**src/rtl/lfsr_mask_pkg.sv**
```systemverilog
// Shared types, LFSR constants and the byte-replicating mask function
// for the LFSR keystream mask scheduler.
package lfsr_mask_pkg;

    typedef enum logic [1:0] {
        ST_IDLE,
        ST_SEED,
        ST_WARM,
        ST_EMIT
    } state_e;

    localparam int LFSR_W = 20;
    localparam int TAP_A  = 15;
    localparam int TAP_B  = 11;
    localparam int TAP_C  = 7;
    localparam int TAP_D  = 0;

    localparam logic [LFSR_W-1:0] DEFAULT_SEED = 20'h99999;

    function automatic logic [LFSR_W-1:0] lfsr_next(input logic [LFSR_W-1:0] l);
        return {l[TAP_A] ^ l[TAP_B] ^ l[TAP_C] ^ l[TAP_D], l[LFSR_W-1:1]};
    endfunction

    // Each output byte is a single key bit XOR lfsr bit, replicated eight times.
    function automatic logic [63:0] mask_word(input logic [7:0] k, input logic [7:0] l);
        logic [63:0] w;
        w = '0;
        for (int b = 0; b < 8; b++) begin
            w[8*b +: 8] = {8{k[b] ^ l[b]}};
        end
        return w;
    endfunction

endpackage

```
**src/rtl/mask_lfsr20.sv**
```systemverilog
// 20-bit Fibonacci LFSR with synchronous reseed; holds its value unless
// load_seed or step is asserted.
module mask_lfsr20
    import lfsr_mask_pkg::*;
(
    input  logic              clk,
    input  logic              rst,
    input  logic              load_seed,
    input  logic              step,
    input  logic [LFSR_W-1:0] seed,
    output logic [LFSR_W-1:0] q
);

    logic [LFSR_W-1:0] q_q;
    logic [LFSR_W-1:0] q_d;

    always_comb begin
        q_d = q_q;
        if (load_seed) begin
            q_d = seed;
        end else if (step) begin
            q_d = lfsr_next(q_q);
        end
    end

    always_ff @(posedge clk) begin
        if (rst) begin
            q_q <= seed;
        end else begin
            q_q <= q_d;
        end
    end

    assign q = q_q;

endmodule

```
**src/rtl/lfsr_mask_scheduler.sv**
```systemverilog
// Round-robin scheduler sharing one LFSR masking datapath among N_REQ
// key sources; emits one masked 64-bit load word per grant.
module lfsr_mask_scheduler
    import lfsr_mask_pkg::*;
#(
    parameter int                N_REQ       = 4,
    parameter int                WARM_CYCLES = 4,
    parameter logic [LFSR_W-1:0] SEED        = DEFAULT_SEED
) (
    input  logic                       clk,
    input  logic                       rst,
    input  logic [N_REQ-1:0]           req,
    input  logic [128*N_REQ-1:0]       key,
    output logic [N_REQ-1:0]           grant,
    output logic [N_REQ-1:0]           ack,
    output logic                       busy,
    output logic                       load_valid,
    input  logic                       load_ready,
    output logic [63:0]                load,
    output logic [$clog2(N_REQ)-1:0]   load_id
);

    localparam int ID_W  = $clog2(N_REQ);
    localparam int CNT_W = (WARM_CYCLES > 0) ? $clog2(WARM_CYCLES + 1) : 1;

    state_e             state_q, state_d;
    logic [ID_W-1:0]    rr_q, rr_d;
    logic [CNT_W-1:0]   warm_cnt_q, warm_cnt_d;
    logic [7:0]         key_q, key_d;
    logic [N_REQ-1:0]   grant_q, grant_d;
    logic [N_REQ-1:0]   ack_q, ack_d;
    logic               valid_q, valid_d;
    logic [ID_W-1:0]    load_id_q, load_id_d;

    logic               lfsr_load;
    logic               lfsr_step;
    logic [LFSR_W-1:0]  lfsr_q;

    logic               pick_valid;
    logic [ID_W-1:0]    pick_idx;
    logic               unused_bits;

    mask_lfsr20 u_lfsr (
        .clk       (clk),
        .rst       (rst),
        .load_seed (lfsr_load),
        .step      (lfsr_step),
        .seed      (SEED),
        .q         (lfsr_q)
    );

    // Scan downward so the last hit written is the first requester at or after rr_q.
    always_comb begin
        pick_valid = 1'b0;
        pick_idx   = rr_q;
        for (int i = N_REQ - 1; i >= 0; i--) begin
            if (req[(int'(rr_q) + i) % N_REQ]) begin
                pick_valid = 1'b1;
                pick_idx   = ID_W'((int'(rr_q) + i) % N_REQ);
            end
        end
    end

    always_comb begin
        state_d    = state_q;
        rr_d       = rr_q;
        warm_cnt_d = warm_cnt_q;
        key_d      = key_q;
        grant_d    = grant_q;
        ack_d      = '0;
        valid_d    = valid_q;
        load_id_d  = load_id_q;
        lfsr_load  = 1'b0;
        lfsr_step  = 1'b0;
        unique case (state_q)
            ST_IDLE: begin
                if (pick_valid) begin
                    key_d     = key[128*int'(pick_idx) +: 8];
                    load_id_d = pick_idx;
                    grant_d   = N_REQ'(1) << pick_idx;
                    state_d   = ST_SEED;
                end
            end
            ST_SEED: begin
                lfsr_load  = 1'b1;
                warm_cnt_d = '0;
                if (WARM_CYCLES > 0) begin
                    state_d = ST_WARM;
                end else begin
                    state_d = ST_EMIT;
                    valid_d = 1'b1;
                end
            end
            ST_WARM: begin
                lfsr_step  = 1'b1;
                warm_cnt_d = warm_cnt_q + 1'b1;
                if (warm_cnt_q == CNT_W'(WARM_CYCLES - 1)) begin
                    state_d = ST_EMIT;
                    valid_d = 1'b1;
                end
            end
            ST_EMIT: begin
                if (load_ready) begin
                    ack_d   = N_REQ'(1) << load_id_q;
                    grant_d = '0;
                    valid_d = 1'b0;
                    rr_d    = (load_id_q == ID_W'(N_REQ - 1)) ? '0 : load_id_q + 1'b1;
                    state_d = ST_IDLE;
                end
            end
            default: state_d = ST_IDLE;
        endcase
    end

    always_ff @(posedge clk) begin
        if (rst) begin
            state_q    <= ST_IDLE;
            rr_q       <= '0;
            warm_cnt_q <= '0;
            key_q      <= '0;
            grant_q    <= '0;
            ack_q      <= '0;
            valid_q    <= 1'b0;
            load_id_q  <= '0;
        end else begin
            state_q    <= state_d;
            rr_q       <= rr_d;
            warm_cnt_q <= warm_cnt_d;
            key_q      <= key_d;
            grant_q    <= grant_d;
            ack_q      <= ack_d;
            valid_q    <= valid_d;
            load_id_q  <= load_id_d;
        end
    end

    // Only the low key byte and low LFSR byte reach the mask; fold the rest away.
    always_comb begin
        unused_bits = ^lfsr_q[LFSR_W-1:8];
        for (int r = 0; r < N_REQ; r++) begin
            unused_bits = unused_bits ^ (^key[128*r+8 +: 120]);
        end
    end

    assign grant      = grant_q;
    assign ack        = ack_q;
    assign busy       = (state_q != ST_IDLE);
    assign load_valid = valid_q;
    assign load       = valid_q ? mask_word(key_q, lfsr_q[7:0]) : 64'd0;
    assign load_id    = load_id_q;

endmodule
```
**config.mk**
```make
export PLATFORM = sky130hd
export DESIGN_NAME = lfsr_mask_scheduler
export DESIGN_NICKNAME = d
export VERILOG_FILES = /design/src/rtl/lfsr_mask_pkg.sv /design/src/rtl/mask_lfsr20.sv /design/src/rtl/lfsr_mask_scheduler.sv
export SDC_FILE = /design/constraint.sdc
export NUM_CORES = 1
export LEC_CHECK = 0
export ABC_CLOCK_PERIOD_IN_PS = 3100
export BUFFER_PORTS_ARGS = -buffer_cell sky130_fd_sc_hd__clkbuf_2
export CORE_AREA = 3 3 232 234
export DETAILED_ROUTE_END_ITERATION = 7
export DIE_AREA = 0 0 235 237
export GPL_TIMING_DRIVEN = 0
export PLACE_DENSITY = 0.35
export SLEW_MARGIN = 20
export SYNTH_ARGS = -nofsm -noshare
export SYNTH_HDL_FRONTEND = slang
export SYNTH_SLANG_ARGS = --single-unit
```
**constraint.sdc**
```tcl
create_clock -name clk -period 3.1 [get_ports clk]
set_clock_uncertainty 0.2 [all_clocks]
set_input_delay 0.465 -clock clk [delete_from_list [all_inputs] [get_ports clk]]
set_output_delay 0.465 -clock clk [all_outputs]
set_load 0.01 [all_outputs]
```
==> results of run 1 <==
## cell families after synthesis
group / synth area share [%]
AND/OR/NAND/NOR: 19.1
buffers and inverters: 21.4
AO/OA/AOI/OAI: 12.6
flip-flops: 32.5
multiplexers: 7.45
XOR/XNOR: 3.40
adder cells (fa/ha/maj): 3.53
## path summary, 6_finish.rpt
| check | start | endpoint | slack, ns | cells after the start |
|---|---|---|---|---|
| worst min-delay path | rst | key_q[0] | 0.23 | 2 |
| worst max-delay path | u_lfsr.q[5] | load[44] | 0.82 | 4 |
| worst max register to register | state_q[0] | u_lfsr.q[0] | 0.86 | 6 |
| worst min register to register | warm_cnt_q[1] | warm_cnt_q[1] | 0.28 | 2 |
## final cells by class
type	count	area (µm²)	share of cell area [%]
Tap cell	688	861	19.5
Sequential cell	46	921	20.9
Multi-Input combinational cell	190	1310	29.6
Inverter	14	52.6	1.19
Timing Repair Buffer	113	566	12.8
Buffer	70	554	12.6
Clock inverter	3	23.8	0.539
Clock buffer	5	125	2.83
Antenna cell	1	2.50	0.0567
## per-layer routing
layer  wire length [µm]  part of all wire [%]
met5                 57                  0.47
met3                774                   6.4
met1               5810                    48
met2               5340                    44
met4                150                   1.2
## cells in the mapped netlist (all sizes together) (3+ instances only)
cell    instances
buf            61
dfxtp          46
nor2           28
nand2          22
mux2i          20
inv            14
a211oi         10
nor4           10
a31oi           9
clkbuf          9
nor3            9
and2            8
ha              8
o41ai           8
xor2            8
a21oi           7
or2b            7
o21ai           5
a32oi           4
nand3           4
nor2b           4
xnor2           3
## power by group through the flow
stage | Combinational [mW] | Sequential (mW) | Clock, mW
2_1_floorplan | 0.561 | 0.800 | 0
3_3_place_gp | 0.835 | 0.827 | 0
3_5_place_dp | 0.835 | 0.829 | 0
4_1_cts | 0.839 | 0.814 | 0.582
5_1_grt | 0.912 | 0.831 | 0.605
6_report | 0.807 | 0.811 | 0.564
## registers in the layout (all words and copies together), names as in the netlist
signal      cells
load_id         2
warm_cnt_q      3
grant           4
key_q           8
ack             4
rr_q            2
state_q         2
u_lfsr.q       20
load_valid      1
## worst reg2reg max path: cells and delay by family, from the launching register on
kind,cells,cell delay (ns)
flip-flops,1,0.35
AND/OR/NAND/NOR,1,0.07
adder cells (fa/ha/maj),1,0.15
multiplexers,1,0.26
buffers and inverters,3,1.08
==> results.py, run 1 <==
metrics = {
    "outcome": {
        "status": "complete, no violations",
    },
    "worst_setup_path": {
        "crit_family": "flip-flops",
        "start_kind": "register",
        "cpMaxStageDelayCell": "dfxtp_1",
        "endpoint_kind": "primary output",
        "crit_chain": "xor2_1 -> and2_1 -> buf_4 -> clkbuf_2",
        "cp_num_buf_inv": 2,
        "cp_max_fo": 8,
        "cp_data_arrival_time_ns": 1.62,
        "cp_data_required_time_ns": 2.43,
        "slowest_delay_ns": 0.37,
        "critPathKind": "reg2out",
    },
    "timing": {
        "drv_slew": 0,
        "slew_headroom_pct": 48.6,
        "hold_viol": 0,
        "hold_slack_ns": 0.229,
        "tightest_slew_ns": 0.767,
        "setup_ws_ns": 0.816,
        "finalSetupViolations": 0,
        "min_period_ns": 2.28,
        "fin_tns_setup_ns": 0,
        "max_freq_mhz": 438,
        "finalCritPeriodShare_pct": 73.7,
        "rsz0062_at_grt": "false",
    },
    "synthesis": {
        "synth_warnings": 0,
        "synth_top_area_share_pct": 32.5,
        "seq_area_frac_synth_pct": 32.5,
        "synth.distinct_cells": 48,
        "syn-num-nets": 847,
        "synth_largest_area_cell": "dfxtp_1",
        "syn_inst": 320,
        "synthFlopType": "dfxtp_1",
        "synth-async-reset-ratio_pct": 0,
        "syn_area_per_cell_um2": 8.86,
        "synthTopCellsByArea": "dfxtp_1 (32%), buf_4 (15%), mux2i_1 (7.1%)",
        "syn_area_mm2": 0.00284,
        "synth_edf_count": 0,
        "yosys_register_bits": 46,
    },
    "grt": {
        "use_met2_pct": 6.41,
        "use_met1_pct": 5.69,
        "met3_usage_pct": 1.49,
        "antenna_found_initial": 6,
        "grt_max_degree": 17,
        "busiest_layer": "met2",
        "grt_overflow": 0,
        "grt_pass1_wl_mm": 17.0,
        "grt_pass1_vias": 2446,
        "grt_usage_pct": 4.24,
    },
    "cts": {
        "clockBufferDepth": 2,
        "cts.sinks": 46,
        "post_cts_buffers": 0,
        "post_cts_resized": 0,
        "cts_buffers": 5,
        "path_clk_slew_ns": 0.07,
        "clk_latency_ns": 0.29,
        "cts_tree": "built",
        "cts.htree.levels": 2,
        "ctsHoldBuffers": 0,
        "cts_root_buf": "clkbuf_16",
    },
    "cells_and_area": {
        "fillers": 6087,
        "final_nets": 967,
        "final_cell_mix": "clkbuf_2 (113), buf_4 (56), dfxtp_1 (46)",
        "drive_gt1_share_pct": 46.0,
        "post-route-util_pct": 8.45,
        "fin_area_mm2": 0.00441,
        "finalNonFillerCells": 1130,
        "area_growth_pct": 55.6,
        "layout_commonest_cell": "clkbuf_2",
    },
    "pwr": {
        "p_clk_share_pct": 25.9,
        "vdd_ir_drop_max_mv": 0.198,
        "p_switching_uw": 823,
        "p_int_mw": 1.36,
        "p_seq_share_pct": 37.2,
        "p_total_mw": 2.18,
        "p_leak_nw": 1.85,
        "comb_power_share_pct": 37.0,
        "swShare_pct": 37.7,
        "powerDensity_mw_per_mm2": 494,
    },
    "die": {
        "core_area_mm2": 0.0522,
        "dieArea_mm2": 0.0557,
        "row_count": 84,
        "start_util_pct": 5.43,
        "die_h_um": 237,
        "pin_count": 595,
        "fp.dieW_um": 235,
    },
    "route": {
        "drtIter0Drc": 115,
        "drt_wl_total_mm": 12.1,
        "wl_per_cell_um": 10.7,
        "vias_per_cell": 2.28,
        "drc_errors": 0,
        "vias": 2581,
        "firstDrtPassIters": 4,
        "drtAntennaViolNets": 0,
    },
    "place": {
        "placed_cell_area_mm2": 0.00426,
        "io_buffers": 113,
        "dp_slack_ns": 0.624,
        "place_hpwl_mm": 10.3,
        "dp.cells": 1121,
        "gp_congestion": 0.670,
    },
    "hold_path": {
        "hp-class": "in2reg",
    },
    "run": {
        "max_cap_viol_count": 0,
    },
}
No activity file was read; power rests on OpenSTA's default activity.
==> inputs of run 2 (changes only) <==
- ABC_CLOCK_PERIOD_IN_PS: 3100 -> 1940
- CORE_AREA: 3 3 232 234 -> 3 3 229 231
- DIE_AREA: 0 0 235 237 -> 0 0 232 234
- PLACE_DENSITY: 0.35 -> 0.36
- clock period: 3.1 -> 1.94 ns (I/O delays scaled with it)
==> results.py, run 2 (synthesis gave the netlist of run 1 again) <==
metrics = {
    "die": {
        "pin_count": 595,
        "start_util_pct": 5.64,
        "row_count": 82,
        "dieArea_mm2": 0.0543,
        "core_area_mm2": 0.0503,
        "die_h_um": 234,
        "fp.dieW_um": 232,
    },
    "route": {
        "drtIter0Drc": 126,
        "drc_errors": 0,
        "dr_wl_met3_um": 632,
        "wl_met1_mm": 5.69,
        "maxUsedRoutingLayer": "met5",
        "drt_wl_total_mm": 11.9,
        "vias": 2535,
        "met2_length_mm": 5.43,
        "drtAntennaViolNets": 0,
        "firstDrtPassIters": 4,
        "vias_per_cell": 2.28,
        "wl_per_cell_um": 10.7,
    },
    "pwr": {
        "vdd_ir_drop_max_mv": 0.318,
        "p_leak_nw": 1.88,
        "p_total_mw": 3.57,
        "powerDensity_mw_per_mm2": 788,
    },
    "worst_setup_path": {
        "crit_start": "state_q[0]",
        "cp_max_fo": 4,
        "crit_path_frequent_cell": "inv_1",
        "crit_chain": "inv_1 -> ha_1 -> inv_1 -> clkbuf_2",
        "endpoint_kind": "primary output",
        "crit_family": "buffers and inverters",
        "cp_num_buf_inv": 3,
        "slowest_delay_ns": 0.39,
        "cpMaxStageDelayCell": "dfxtp_1",
        "cp_data_arrival_time_ns": 1.37,
        "start_kind": "register",
        "rr_startpoint": "rr_q[0]",
        "rrSetupSlack_ns": 0.09,
        "cp_data_required_time_ns": 1.45,
        "critPathKind": "reg2out",
    },
    "cts": {
        "cts_root_buf": "clkbuf_16",
        "path_clk_slew_ns": 0.07,
        "ctsHoldBuffers": 0,
        "clockBufferDepth": 2,
        "cts.htree.levels": 2,
        "cts_buffers": 5,
        "clk_latency_ns": 0.29,
        "cts_tree": "built",
        "cts.sinks": 46,
    },
    "timing": {
        "hold_slack_ns": 0.0542,
        "rsz0062_at_grt": "true",
        "max_freq_mhz": 536,
        "finalCritPeriodShare_pct": 96.1,
        "setup_ws_ns": 0.0752,
        "drv_slew": 0,
        "hold_viol": 0,
        "tightest_slew_ns": 0.652,
        "slew_headroom_pct": 56.4,
        "fin_tns_setup_ns": 0,
        "finalSetupViolations": 0,
        "min_period_ns": 1.86,
    },
    "place": {
        "gp_congestion": 0.670,
        "io_buffers": 113,
        "dp_slack_ns": -0.300,
        "place_hpwl_mm": 10.2,
    },
    "grt": {
        "grt_usage_pct": 4.13,
        "grt_pass1_wl_mm": 15.9,
        "grt_overflow": 0,
        "grt_pass1_vias": 2305,
        "antenna_found_initial": 4,
        "grt_max_degree": 17,
    },
    "cells_and_area": {
        "drive_gt1_share_pct": 53.2,
        "layout_commonest_cell": "clkbuf_2",
        "final_nets": 966,
        "area_growth_pct": 59.6,
        "post-route-util_pct": 9.01,
        "final_cell_mix": "clkbuf_2 (113), buf_4 (56), dfxtp_1 (43)",
        "fillers": 5934,
        "ff_latch_area_um2": 925,
        "antenna_cells": 0,
        "multi_input_area_mm2": 0.00144,
        "largest_register_ffs": 20,
    },
    "hold_path": {
        "hp-class": "in2reg",
        "min_from": "rst",
    },
    "run": {
        "max_cap_viol_count": 0,
    },
    "outcome": {
        "status": "complete, no violations",
    },
}
run 2: cell types whose count changed in the layout (fill, tap and decap cells not counted), sizes merged:
| cell | change |
|---|---|
| clkbuf | -1 |
| clkinv | +1 |
| clkinvlp | -1 |
| diode | -1 |
run 2: final cells by class:
type / count / share of cell area [%]
buffer: 69 / 12.2
multi-input combinational: 190 / 31.9
inverter: 14 / 1.16
sequential: 46 / 20.4
tap: 672 / 18.6
timing repair buffer: 113 / 12.5
clock inverter: 3 / 0.553
clock buffer: 5 / 2.76
run 2: report_power, final:
part           switching, mW  total, mW  internal, mW
clock network          0.413      0.899         0.485
logic                  0.742       1.35         0.603
registers              0.186       1.32          1.14
run 2: per-layer routing:
metal  GRT usage [%]  up-vias
met3            1.34       14
met1            5.80     1178
li1                -     1282
met5               0        -
met4           0.697        8
met2            6.21       53
run 2: path summary, 6_finish.rpt:
| check | endpoint | depth (start not counted) |
|---|---|---|
| min | key_q[0] | 2 |
| min reg2reg | u_lfsr.q[16] | 2 |
| max reg2reg | key_q[5] | 7 |
| max | busy | 4 |
run 2: per-stage QoR:
step / area [µm²] / instances
6_report: 4530 / 1112
5_1_grt: 4530 / 1112
4_1_cts: 4450 / 1112
3_5_place_dp: 4240 / 1105
3_3_place_gp: 4240 / 1105
2_1_floorplan: 2840 / 320
run 2: repair_timing:
item | 4_1_cts | 5_1_grt
setup buffers | 0 | 0
endpoints found under the setup margin | 92 | 52
gates resized for setup | 25 | 19
run 2: worst reg2reg max path: cells and delay by family (launching register included):
family,cells,cell delay (ns)
compound gates,2,0.40
simple gates,3,0.49
buf+inv,2,0.32
flops,1,0.35
==> inputs of run 3 (changes only) <==
- BUFFER_PORTS_ARGS: -buffer_cell sky130_fd_sc_hd__clkbuf_2 -> default
- DONT_BUFFER_PORTS: default -> 1
- PLACE_DENSITY: 0.36 -> 0.3
- RECOVER_POWER: default -> 50
==> results.py, run 3 (synthesis gave the netlist of run 1 again) <==
metrics = {
    "timing": {
        "hold_slack_ns": 0.0531,
        "finalSetupViolations": 0,
        "hold_viol": 0,
        "finalCritPeriodShare_pct": 99.8,
        "max_freq_mhz": 516,
        "tightest_slew_ns": 0.784,
        "min_period_ns": 1.94,
        "drv_slew": 0,
        "slew_headroom_pct": 47.5,
    },
    "route": {
        "drtAntennaViolNets": 0,
        "vias_per_cell": 2.13,
        "drtIter0Drc": 87,
        "firstDrtPassIters": 4,
        "wl_per_cell_um": 11.9,
        "vias": 2127,
        "drt_wl_total_mm": 11.9,
        "drc_errors": 0,
    },
    "cells_and_area": {
        "largest_register_ffs": 20,
        "antenna_cells": 0,
        "area_growth_pct": 41.5,
        "drive_gt1_share_pct": 38.4,
        "fillers": 5928,
        "final_nets": 854,
        "final_cell_mix": "buf_4 (56), dfxtp_1 (44), nor2_1 (27)",
        "layout_commonest_cell": "buf_4",
    },
    "place": {
        "place_hpwl_mm": 9.95,
        "io_buffers": 0,
        "gp_congestion": 0.687,
    },
    "die": {
        "dieArea_mm2": 0.0543,
        "core_area_mm2": 0.0503,
        "start_util_pct": 5.64,
        "pin_count": 595,
        "row_count": 82,
        "die_h_um": 234,
        "fp.dieW_um": 232,
    },
    "cts": {
        "cts_tree": "built",
        "clk_latency_ns": 0.29,
        "cts.sinks": 46,
        "cts_root_buf": "clkbuf_16",
        "post_cts_buffers": 0,
        "cts_buffers": 5,
        "cts.htree.levels": 2,
        "clockBufferDepth": 2,
        "path_clk_slew_ns": 0.06,
    },
    "worst_setup_path": {
        "start_kind": "register",
        "critPathKind": "reg2reg",
        "cp_data_required_time_ns": 1.90,
        "rr_endpoint": "key_q[4]",
        "crit_chain": "nor2b_2 -> o21bai_1 -> and3_1 -> clkbuf_8 -> buf_8 -> o41ai_1 -> nor4_1",
        "rrSetupSlack_ns": 0.004,
        "cpMaxStageDelayCell": "dfxtp_1",
        "cp_data_arrival_time_ns": 1.90,
        "endpoint_kind": "register",
        "slowest_delay_ns": 0.35,
        "cp_max_fo": 10,
        "rr_startpoint": "rr_q[0]",
        "reg2reg_depth": 7,
    },
    "grt": {
        "use_met1_pct": 5.24,
        "antenna_found_initial": 2,
        "grt_usage_pct": 4.16,
        "grt_max_degree": 16,
        "grt_pass1_vias": 2074,
        "busiest_layer": "met2",
        "met3_usage_pct": 2.21,
        "use_met2_pct": 6.31,
        "grt_pass1_wl_mm": 15.6,
        "grt_overflow": 0,
    },
    "hold_path": {
        "min_from": "key[0]",
        "hp-class": "in2reg",
        "whs_endpoint": "key_q[0]",
        "hold_depth": 2,
    },
    "pwr": {
        "vdd_ir_drop_max_mv": 0.298,
        "powerDensity_mw_per_mm2": 914,
        "p_total_mw": 3.67,
        "p_leak_nw": 1.41,
    },
    "run": {
        "max_cap_viol_count": 0,
    },
    "outcome": {
        "status": "complete, no violations",
    },
}
## run 3: power breakdown
part | internal (mW) | switching, mW | total [mW]
Clock | 0.611 | 0.391 | 1.00
Combinational | 0.582 | 0.742 | 1.32
Sequential | 1.14 | 0.205 | 1.34
Total | 2.33 | 1.34 | 3.67
## run 3: metrics by stage
stage          cell area (µm²)  setup TNS (ns)  cells  utilization, %  setup WS, ns
5_1_grt                   4010         -0.0954   1000            7.98       -0.0542
2_1_floorplan             2840               0    320               -         0.120
3_3_place_gp              3680           -6.37    992            7.31        -0.375
6_report                  4010               0   1000            7.98       0.00376
4_1_cts                   3930        -0.00979   1000            7.81      -0.00979
3_5_place_dp              3680           -6.89    992            7.31        -0.410
## run 3: critical path: cells and delay by family, from the launching register on
kind / cells / cell delay [ns]
buffers and inverters: 2 / 0.33
AOI/OAI and AO/OA: 2 / 0.43
DFF: 1 / 0.35
and+or+nand+nor: 3 / 0.50
## run 3: timing repair
action	CTS	global route
gates resized for setup	29	19
endpoints found under the hold margin	1	0
hold buffers	1	0
endpoints found under the setup margin	85	24
## run 3: final cells by class
| cell class | count | area, µm² | area share (%) |
|---|---|---|---|
| clock buffer | 5 | 125 | 3.12 |
| timing repair buffer | 1 | 10.0 | 0.249 |
| inverter | 14 | 52.6 | 1.31 |
| clock inverter | 3 | 43.8 | 1.09 |
| multi-input combinational | 190 | 1460 | 36.5 |
| buffer | 69 | 554 | 13.8 |
| tap | 672 | 841 | 20.9 |
| sequential | 46 | 923 | 23.0 |
## run 3: worst max-delay path by stage
stage / slack (ns) / startpoint / depth (start not counted) / to
3_5_place_dp: -0.41 / state_q[0] / 6 / u_lfsr.q[15]
4_1_cts: -0.01 / state_q[0] / 7 / key_q[4]
3_3_place_gp: -0.37 / state_q[0] / 6 / u_lfsr.q[16]
2_1_floorplan: 0.12 / state_q[0] / 6 / u_lfsr.q[0]
6_report: 0.004 / rr_q[0] / 7 / key_q[4]
5_1_grt: -0.05 / rr_q[0] / 7 / key_q[4]
## run 3: per-layer routing
| metal | part of all wire [%] | wire length [µm] |
|---|---|---|
| met5 | 0.23 | 27 |
| met4 | 0.71 | 85 |
| met3 | 8.8 | 1060 |
| met2 | 46 | 5450 |
| met1 | 45 | 5330 |
